[src/rtl/mem_arbiter.sv]
// Two-requester arbiter sharing one memory port between I-fetch (read-only) and D-side (read/write).
// D-side has priority; a bounded D-grant streak guarantees forward progress for a pending I fetch.
module mem_arbiter #(
   parameter int unsigned MAX_D_STREAK = 4
) (
   input  logic        clk,
   input  logic        rst,
   input  logic        i_read,
   input  logic [31:0] i_address,
   output logic        i_resp,
   output logic [31:0] i_rdata,
   input  logic        d_read,
   input  logic        d_write,
   input  logic [3:0]  d_byte_enable,
   input  logic [31:0] d_address,
   input  logic [31:0] d_wdata,
   output logic        d_resp,
   output logic [31:0] d_rdata,
   output logic        mem_read,
   output logic        mem_write,
   output logic [3:0]  mem_byte_enable,
   output logic [31:0] mem_address,
   output logic [31:0] mem_wdata,
   input  logic        mem_resp,
   input  logic [31:0] mem_rdata
);

   localparam int unsigned SW = $clog2(MAX_D_STREAK + 1);
   localparam logic [SW-1:0] STREAK_MAX  = SW'(MAX_D_STREAK);
   localparam logic [SW-1:0] STREAK_ONE  = SW'(1);
   localparam logic [SW-1:0] STREAK_ZERO = SW'(0);

   typedef enum logic [1:0] {
      IDLE     = 2'd0,
      I_ACCESS = 2'd1,
      D_ACCESS = 2'd2
   } state_t;

   state_t         state_r;
   logic           read_r;
   logic           write_r;
   logic [3:0]     byte_enable_r;
   logic [31:0]    address_r;
   logic [31:0]    wdata_r;
   logic [SW-1:0]  d_streak_r;

   logic           d_req_s;
   logic           d_win_s;

   // D wins unless an I fetch is waiting and the D streak has hit its limit
   always_comb begin
      d_req_s = d_read | d_write;
      if (i_read) begin
         d_win_s = d_req_s && (d_streak_r < STREAK_MAX);
      end else begin
         d_win_s = d_req_s;
      end
   end

   // Arbitration FSM: grants from IDLE, holds the latched request until mem_resp
   always_ff @(posedge clk or posedge rst) begin
      if (rst) begin
         state_r       <= IDLE;
         read_r        <= 1'b0;
         write_r       <= 1'b0;
         byte_enable_r <= 4'h0;
         address_r     <= 32'h0;
         wdata_r       <= 32'h0;
         d_streak_r    <= STREAK_ZERO;
      end else begin
         case (state_r)
            IDLE: begin
               if (d_win_s) begin
                  state_r       <= D_ACCESS;
                  // a simultaneous read+write request is treated as a write
                  read_r        <= d_read & ~d_write;
                  write_r       <= d_write;
                  byte_enable_r <= d_byte_enable;
                  address_r     <= d_address;
                  wdata_r       <= d_wdata;
                  if (!i_read) begin
                     d_streak_r <= STREAK_ZERO;
                  end else if (d_streak_r < STREAK_MAX) begin
                     d_streak_r <= d_streak_r + STREAK_ONE;
                  end else begin
                     d_streak_r <= STREAK_MAX;
                  end
               end else if (i_read) begin
                  state_r       <= I_ACCESS;
                  read_r        <= 1'b1;
                  write_r       <= 1'b0;
                  byte_enable_r <= 4'hF;
                  address_r     <= i_address;
                  wdata_r       <= 32'h0;
                  d_streak_r    <= STREAK_ZERO;
               end else begin
                  state_r <= IDLE;
               end
            end
            I_ACCESS, D_ACCESS: begin
               if (mem_resp) begin
                  state_r <= IDLE;
                  read_r  <= 1'b0;
                  write_r <= 1'b0;
               end else begin
                  state_r <= state_r;
               end
            end
            default: begin
               state_r <= IDLE;
               read_r  <= 1'b0;
               write_r <= 1'b0;
            end
         endcase
      end
   end

   // Memory side comes only from latched registers; responses are qualified by the owner
   always_comb begin
      mem_read        = read_r;
      mem_write       = write_r;
      mem_byte_enable = byte_enable_r;
      mem_address     = address_r;
      mem_wdata       = wdata_r;
      i_resp          = mem_resp & (state_r == I_ACCESS);
      d_resp          = mem_resp & (state_r == D_ACCESS);
      i_rdata         = mem_rdata;
      d_rdata         = mem_rdata;
   end

endmodule

[config.mk]
export PLATFORM = sky130hd
export DESIGN_NAME = mem_arbiter
export DESIGN_NICKNAME = d
export VERILOG_FILES = /design/src/rtl/mem_arbiter.sv
export SDC_FILE = /design/constraint.sdc
export NUM_CORES = 1
export LEC_CHECK = 0
export BUFFER_PORTS_ARGS = -buffer_cell sky130_fd_sc_hd__buf_4
export CORE_AREA = 2 2 107 109
export CTS_BUF_LIST = sky130_fd_sc_hd__clkbuf_8
export DETAILED_ROUTE_END_ITERATION = 7
export DIE_AREA = 0 0 109 111
export GPL_TIMING_DRIVEN = 1
export PLACE_DENSITY = 0.71
export SLEW_MARGIN = 20
export SYNTH_ARGS = -nofsm -noshare
export SYNTH_HDL_FRONTEND = slang
export SYNTH_SLANG_ARGS = --single-unit
[constraint.sdc]
create_clock -name clk -period 2 [get_ports clk]
set_input_delay 0.1 -clock clk [delete_from_list [all_inputs] [get_ports clk]]
set_output_delay 0.1 -clock clk [all_outputs]
set_load 0.005 [all_outputs]
Word level (Yosys, flattened, before mapping)
Cells that the tools add are included.

word-level totals
  bits in registers = 75
  output and inout port bits = 136
  word-level logic and storage cells = 46

cells by class
  add/subtract/negate cells = 1
  magnitude comparators = 1
  equality and inequality tests = 4
  multiplexer cells = 22
  bitwise gates (word level) = 5
  reduce and logical (&&, ||, !) cells = 6

operator list
  operator                                            count
  two-way mux 32 bit                                  4
  two-way mux 3 bit                                   4
  two-way mux 4 bit                                   2
  two-way mux 1 bit                                   7
  two-way mux 2 bit                                   2
  one-hot mux 1 bit (2 select lines)                  2
  one-hot mux 2 bit (2 select lines)                  1
  AND reduction 2 bit                                 2
  adder 3 x 1 -> 3 bit (second input constant)        1
  AND 1 bit                                           3
  less-than comparator 3 bit (second input constant)  1
  inequality test 3 bit (second input constant)       1
  == test 2 x 1 -> 1 bit (second input constant)      1
  == test 2 bit (second input constant)               1
  logical NOT 2 bit                                   1
  inequality test 2 bit (second input constant)       1
  nonzero test 2 bit                                  1
  OR reduction 2 bit                                  1
  logical AND 1 bit                                   1
  inverter 1 bit                                      1
  OR 1 bit                                            1

Logic depth before layout (Yosys ltp)
Gate-level depths: netlist of the first run.

  word-level depth = 5
  gate-level depth with buffers = 7
  mapped depth without buffers = 5

Least setup slack after synthesis of the first run
No wires, ideal clock.

  kind = flip-flop to flip-flop
  start = register state_r[0]
  end = register byte_enable_r[0] (netlist: mem_byte_enable[0])
  library setup time = 121 ps
  arrival = 1337 ps
  required time = 1879 ps
  setup slack = 542 ps
  cell stages (with the launch flop) = 6
  buffers on the path = 0
  period minus slack after synthesis = 1458 ps
  cells stage by stage = dfrtp_1 inv_1 ha_1 inv_1 or2_2 o22a_1

on the way
  cells in the longest elaborated chain, start to end = 2

ends and longest elaborated chain
  item                           RTL line  text
  start: declaration             39        state_t state_r;
  start signal: assignment       106       state_r <= state_r;
  logical NOT 2 bit              71        case (state_r)
  AND reduction 2 bit (no line)  -
  end signal: assignment         78        byte_enable_r <= d_byte_enable;
  end: declaration               42        logic [3:0] byte_enable_r;

Every way passes these cells.
A chain may end at the register's enable or synchronous reset.

Worst setup path in the final report of the first run
  start = register state_r[0]
  end = register address_r[7] (netlist: mem_address[7])

on the way
  cells in the longest elaborated chain, start to end = 2

ends and longest elaborated chain
  item                           RTL line  text
  logical NOT 2 bit              71
  AND reduction 2 bit (no line)  -
  end signal: assignment         79        address_r <= d_address;
  end signal: assignment         93        address_r <= i_address;
  end: declaration               43        logic [31:0] address_r;

Every way passes these cells.

==> results of run 1 <==
-- routing by layer --
layer	global-route usage (%)	wire length [um]	vias up
li1	-	-	1355
met1	17.42	3401	1348
met2	28.20	5145	118
met3	3.410	586	24
met4	7.179	175	0
met5	0	0	-
-- worst max path at each step --
stage	slack, ps	from	cells past startpoint	end
2_1_floorplan	540	state_r[0]	5	mem_byte_enable[0]
3_3_place_gp	410	state_r[0]	5	mem_address[16]
3_5_place_dp	330	state_r[0]	5	mem_address[16]
4_1_cts	310	state_r[0]	5	mem_address[7]
5_1_grt	150	state_r[0]	5	mem_address[12]
6_report	320	state_r[0]	5	mem_address[7]
-- layout make-up --
cell class                 count  area share, %
clock inverter                 7          1.625
tap                          143          3.418
inverter                       4         0.3585
clock buffer                   9          2.366
sequential                    75          35.85
timing repair buffer         220          34.03
multi-input combinational    162          22.35
-- worst max-delay path, cell delays in order, from the launching register on --
cell and delay (ps):
dfrtp_1 380, inv_1 70, ha_1 290, o31ai_4 110, buf_4 470, o21ai_0 170
-- cell families after synthesis --
group | synth area share [%]
AND/OR/NAND/NOR | 5.293
AO/OA/AOI/OAI | 16.36
buffers and inverters | 16.32
flip-flops | 51.55
multiplexers | 9.107
adder cells (fa/ha/maj) | 1.375
-- metrics by stage --
stage / setup WS [ps] / hold WS (ps)
4_1_cts: 311.3 / 1.902
2_1_floorplan: 541.8 / 239.7
5_1_grt: 146.6 / 27.99
6_report: 324.1 / 43.65
3_5_place_dp: 329.3 / 200.1
3_3_place_gp: 407.6 / 200.1
-- power breakdown --
group,total (mW),leakage (nW),switching [mW],internal [mW]
clock,1.23,0.112,0.539,0.690
sequential,2.66,0.921,0.424,2.24
combinational,2.83,1.53,1.21,1.62
total,6.72,2.56,2.17,4.55
-- synthesized netlist by cell type --
| master | count | area share, % |
|---|---|---|
| buf_6 | 1 | 0.31 |
| and3_1 | 1 | 0.17 |
| o211ai_1 | 1 | 0.21 |
| a211o_1 | 1 | 0.24 |
| nor2_2 | 1 | 0.17 |
| dfrtp_1 | 75 | 52 |
| a22o_1 | 35 | 8.4 |
| a2111oi_0 | 1 | 0.24 |
| inv_1 | 4 | 0.41 |
| mux2i_1 | 32 | 8.8 |
| nand2_1 | 35 | 3.6 |
| and2_1 | 2 | 0.34 |
| clkbuf_1 | 2 | 0.21 |
| o22a_1 | 4 | 0.96 |
| nor2_1 | 2 | 0.21 |
| ha_1 | 4 | 1.4 |
| nand3_1 | 1 | 0.14 |
| or2_2 | 1 | 0.17 |
| o31ai_4 | 1 | 0.58 |
| nor3_1 | 1 | 0.14 |
| buf_2 | 10 | 1.4 |
| nor2b_1 | 1 | 0.17 |
| buf_4 | 68 | 14 |
| o21ai_0 | 23 | 3.2 |
| o21ai_1 | 11 | 1.5 |
| nand2b_1 | 1 | 0.17 |
| o2bb2ai_4 | 1 | 0.76 |
| a32o_1 | 1 | 0.27 |
| mux2_2 | 1 | 0.31 |
-- sequential cells by signal, summed over array words and instances (netlist names) --
register	flops
mem_address	32
d_streak_r	3
mem_byte_enable	4
mem_read	1
mem_wdata	32
mem_write	1
state_r	2
==> flow_summary.yaml, run 1 <==
global_route:
  grt_max_degree: 76
  grt_use_total_pct: 15.75
  grt_overflow: 0
  grt_pass1_vias: 3004
  grt_pass1_wl_mm: 14.70
  antenna_found_initial: 0
worst_setup_path:
  endpoint_kind: "flop"
  rrSetupSlack_ps: 320
  criticalPathCategory: "reg2reg"
  timing.rr.start: "state_r[0]"
  r2r_end: "mem_address[7]"
  path_max_fanout: 60
  start_kind: "flop"
  required_ps: 2190
  cp.arrival_ps: 1860
  r2r_cells: 5
worst_hold_path:
  hold_depth: 3
  hp-start: "d_address[15]"
  hp-class: "in2reg"
  min_to: "mem_address[15]"
drt:
  dr.pass1.iters: 4
  antenna_left: 0
  avgRoutedWirePerCell_um: 15.01
  vias: 2845
  routed_wl_mm: 9.308
  initialDrtViolationCount: 67
  drc_errors: 0
  via_per_inst: 4.589
floorplan:
  num_io_pins: 274
  die_w_um: 109
  dieArea_sq_mm: 0.01210
  num_rows: 39
  dieHeight_um: 111
  coreArea_sq_mm: 0.01108
  initial_core_util_pct: 32.87
finish:
  multi_input_area_sq_mm: 0.001170
  area_growth_pct: 43.78
  finalNonFillerCells: 620
  final_common_cell: "buf_4"
  fin_util_pct: 47.26
  antenna_cells: 0
  nFillCells: 1027
  most-common-layout-cells: "buf_4 (180), dfrtp_1 (75), dlygate4sd3_1 (37)"
  layout-drive-gt1-share_pct: 42.56
  fin_nets: 614
  finalInstanceArea_sq_mm: 0.005235
  ff_latch_area_sq_mm: 0.001877
yosys:
  yosys.cell_types.count: 29
  ys_ff_latch: 75
  syn_area_sq_mm: 0.003641
  synth_fp_nets: 464
  synth_area_per_cell_sq_um: 11.31
  synthCells: 322
  yosysWarningCount: 0
  synth-seq-area-share_pct: 51.55
pwr:
  max-vdd-ir-drop_v: 0.0005428
  p_leak_nw: 2.563
  total_power_mw: 6.720
  power_density_mw_per_mm2: 1284
placement:
  dp_hpwl_mm: 6.590
  dpl.cell_count: 567
  dpl-instance-area_sq_mm: 0.004656
  portBuffers: 177
  gp_congestion: 0.7799
sta:
  fmax_ghz: 0.5967
  min_period_ps: 1676
  drv_slew: 0
  relSlewSlack_pct: 67.84
  period_share_pct: 83.80
  fin_tns_setup_ps: 0
  grt_setup_unrepaired: "false"
  finalHoldViolCount: 0
  finClkSkew_ps: 13.31
  finalSetupViolations: 0
  tightest_slew_ps: 482.4
cts:
  htreeDepth: 3
  clockRootBuffer: "clkbuf_8"
  numCtsBuffers: 9
  cts_hold_buf: 36
  cts_resized: 0
  path_clk_slew_ps: 80
  cts_sinks: 75
  cts_tree: "done"
  clkLatencyLatePin_ps: 340
  cts_setup_buffers: 0
  cts.path.max_buffers: 2
run_status:
  outcome: "finished clean"
run:
  cap_violations: 0
(Power assumes the default switching activity.)
==> run 2: changes to the inputs <==
Settings changed: CORE_AREA 2 2 107 109 to 2 2 105 107, DIE_AREA 0 0 109 111 to 0 0 107 109.
Clock period 2 ns to 1.6 ns, I/O delays scaled along.
==> run 2 against run 1 <==
Net effect:
- critical path depth increased by 1
- wire length increased by 1.7%
- core utilization increased by 2.2 points
- register-to-register slack got worse by 220 ps
- cell area increased by 0.26%
- non-clock buffer count increased by 3
- largest power group unchanged
- sequential power increased by 25%
- setup slack got worse by 220 ps
- clock skew decreased by 5.5 ps
- power increased by 24%
- hold slack got worse by 18 ps
- fmax increased by 12%
==> flow_summary.yaml, run 2 (synthesis results as in run 1) <==
run_status:
  outcome: "finished clean"
worst_setup_path:
  cp.arrival_ps: 1710
  criticalPathCategory: "reg2reg"
  worstSetupEndpoint: "d_streak_r[1]"
  r2r_end: "d_streak_r[1]"
  path_max_fanout: 35
  crit_start: "state_r[0]"
  r2r_cells: 6
  rrSetupSlack_ps: 110
  required_ps: 1820
  endpoint_kind: "flop"
  start_kind: "flop"
  timing.rr.start: "state_r[0]"
global_route:
  grt_use_total_pct: 15.53
  antenna_found_initial: 0
  gr-usage-met3_pct: 3.347
  grt_overflow: 0
  met2_usage_pct: 28.39
  grt_pass1_vias: 2846
  grt_pass1_wl_mm: 14.10
  met1_usage_pct: 17.63
  grt_max_degree: 50
  grt_busiest_layer: "met2"
drt:
  avgRoutedWirePerCell_um: 15.26
  drc_errors: 0
  routed_wl_mm: 9.464
  vias: 2840
  dr.pass1.iters: 4
  via_per_inst: 4.581
  antenna_left: 0
  initialDrtViolationCount: 118
sta:
  period_share_pct: 93.35
  setup_ws_ps: 106.4
  min_period_ps: 1494
  grt_setup_unrepaired: "false"
  finClkSkew_ps: 7.801
  fin_tns_setup_ps: 0
  relSlewSlack_pct: 65.69
  finalHoldViolCount: 0
  fmax_ghz: 0.6695
  finalSetupViolations: 0
  drv_slew: 0
  tightest_slew_ps: 514.6
placement:
  portBuffers: 177
  dp_hpwl_mm: 6.632
  place_ws_ps: 96.54
  gp_congestion: 0.7553
run:
  cap_violations: 0
finish:
  area_growth_pct: 44.16
  fin_nets: 617
  final_common_cell: "buf_4"
  most-common-layout-cells: "buf_4 (182), dfrtp_1 (75), dlygate4sd3_1 (37)"
  antenna_cells: 0
  layout-drive-gt1-share_pct: 43.75
cts:
  numCtsBuffers: 9
  htreeDepth: 3
  path_clk_slew_ps: 80
  clockRootBuffer: "clkbuf_8"
  cts_sinks: 75
  cts_tree: "done"
  clkLatencyLatePin_ps: 330
  cts.path.max_buffers: 2
floorplan:
  coreArea_sq_mm: 0.01060
  initial_core_util_pct: 34.34
  dieArea_sq_mm: 0.01166
  dieHeight_um: 109
  die_w_um: 107
  num_rows: 38
  num_io_pins: 274
worst_hold_path:
  hp-class: "in2reg"
pwr:
  p_leak_nw: 2.556
  max-vdd-ir-drop_v: 0.0008338
  power_density_mw_per_mm2: 1592
## run 2: cell count changes in the layout (fill, tap and decap cells not counted), moves of 2 or more
| cell | previous run | this run |
|---|---|---|
| buf_4 | 180 | 182 |
| bufinv_16 | 2 | 0 |
| clkinv_2 | 2 | 0 |
| clkinvlp_4 | 2 | 4 |
| inv_1 | 5 | 3 |
| inv_6 | 0 | 2 |
## run 2: through the flow
stage	total power, mW	util, %	cells	area (sq um)	hold WS, ps
final	8.358	49.50	620	5249	25.28
after global routing	9.003	49.50	620	5249	11.33
after CTS	8.457	49.46	620	5244	0.04824
after detailed placement	6.979	44.21	567	4687	160.1
after global placement	6.869	44.21	567	4687	160.1
after floorplan	5.039	-	322	3645	219.7
## run 2: worst min-delay path by stage
stage             startpoint              end  slack, ps  cells after the start
6_report       d_address[25]  mem_address[25]         30                      3
5_1_grt        d_address[25]  mem_address[25]         10                      3
4_1_cts        d_address[25]  mem_address[25]       0.05                      3
3_5_place_dp   mem_rdata[10]      d_rdata[10]        160                      0
3_3_place_gp   mem_rdata[10]      d_rdata[10]        160                      0
2_1_floorplan     d_wdata[0]     mem_wdata[0]        220                      1
## run 2: area by class of cell
cell class / count / area (sq um)
multi-input cells: 162 / 1175
clock inverters: 6 / 48.80
flip-flops and latches: 75 / 1877
inverters: 4 / 18.77
repair buffers: 223 / 1817
fillers: 935 / 5354
well taps: 140 / 175.2
clock buffers: 10 / 137.6
## run 2: worst max-delay path, stage by stage, from the launching register on
cell and delay (ps):
dfrtp_1 400, inv_1 100, ha_2 210, buf_4 140, o31ai_4 110, buf_12 190
a22o_1 240
## run 2: timing repair
action                                  CTS  global route
setup buffers                             0             0
resized for setup                         0             3
endpoints found under the setup margin    0             4
hold buffers                             37             0
endpoints found under the hold margin   111             0
## run 2: power by group
group          internal, mW  switching, mW  total (mW)
logic                  2.13           1.54        3.68
clock network         0.619          0.733        1.35
registers              2.79          0.537        3.33
## run 2: routing by layer
metal,up-vias,wire length (um)
li1,1362,-
met1,1324,3459
met2,128,5173
met3,26,627
met4,0,204
met5,-,0
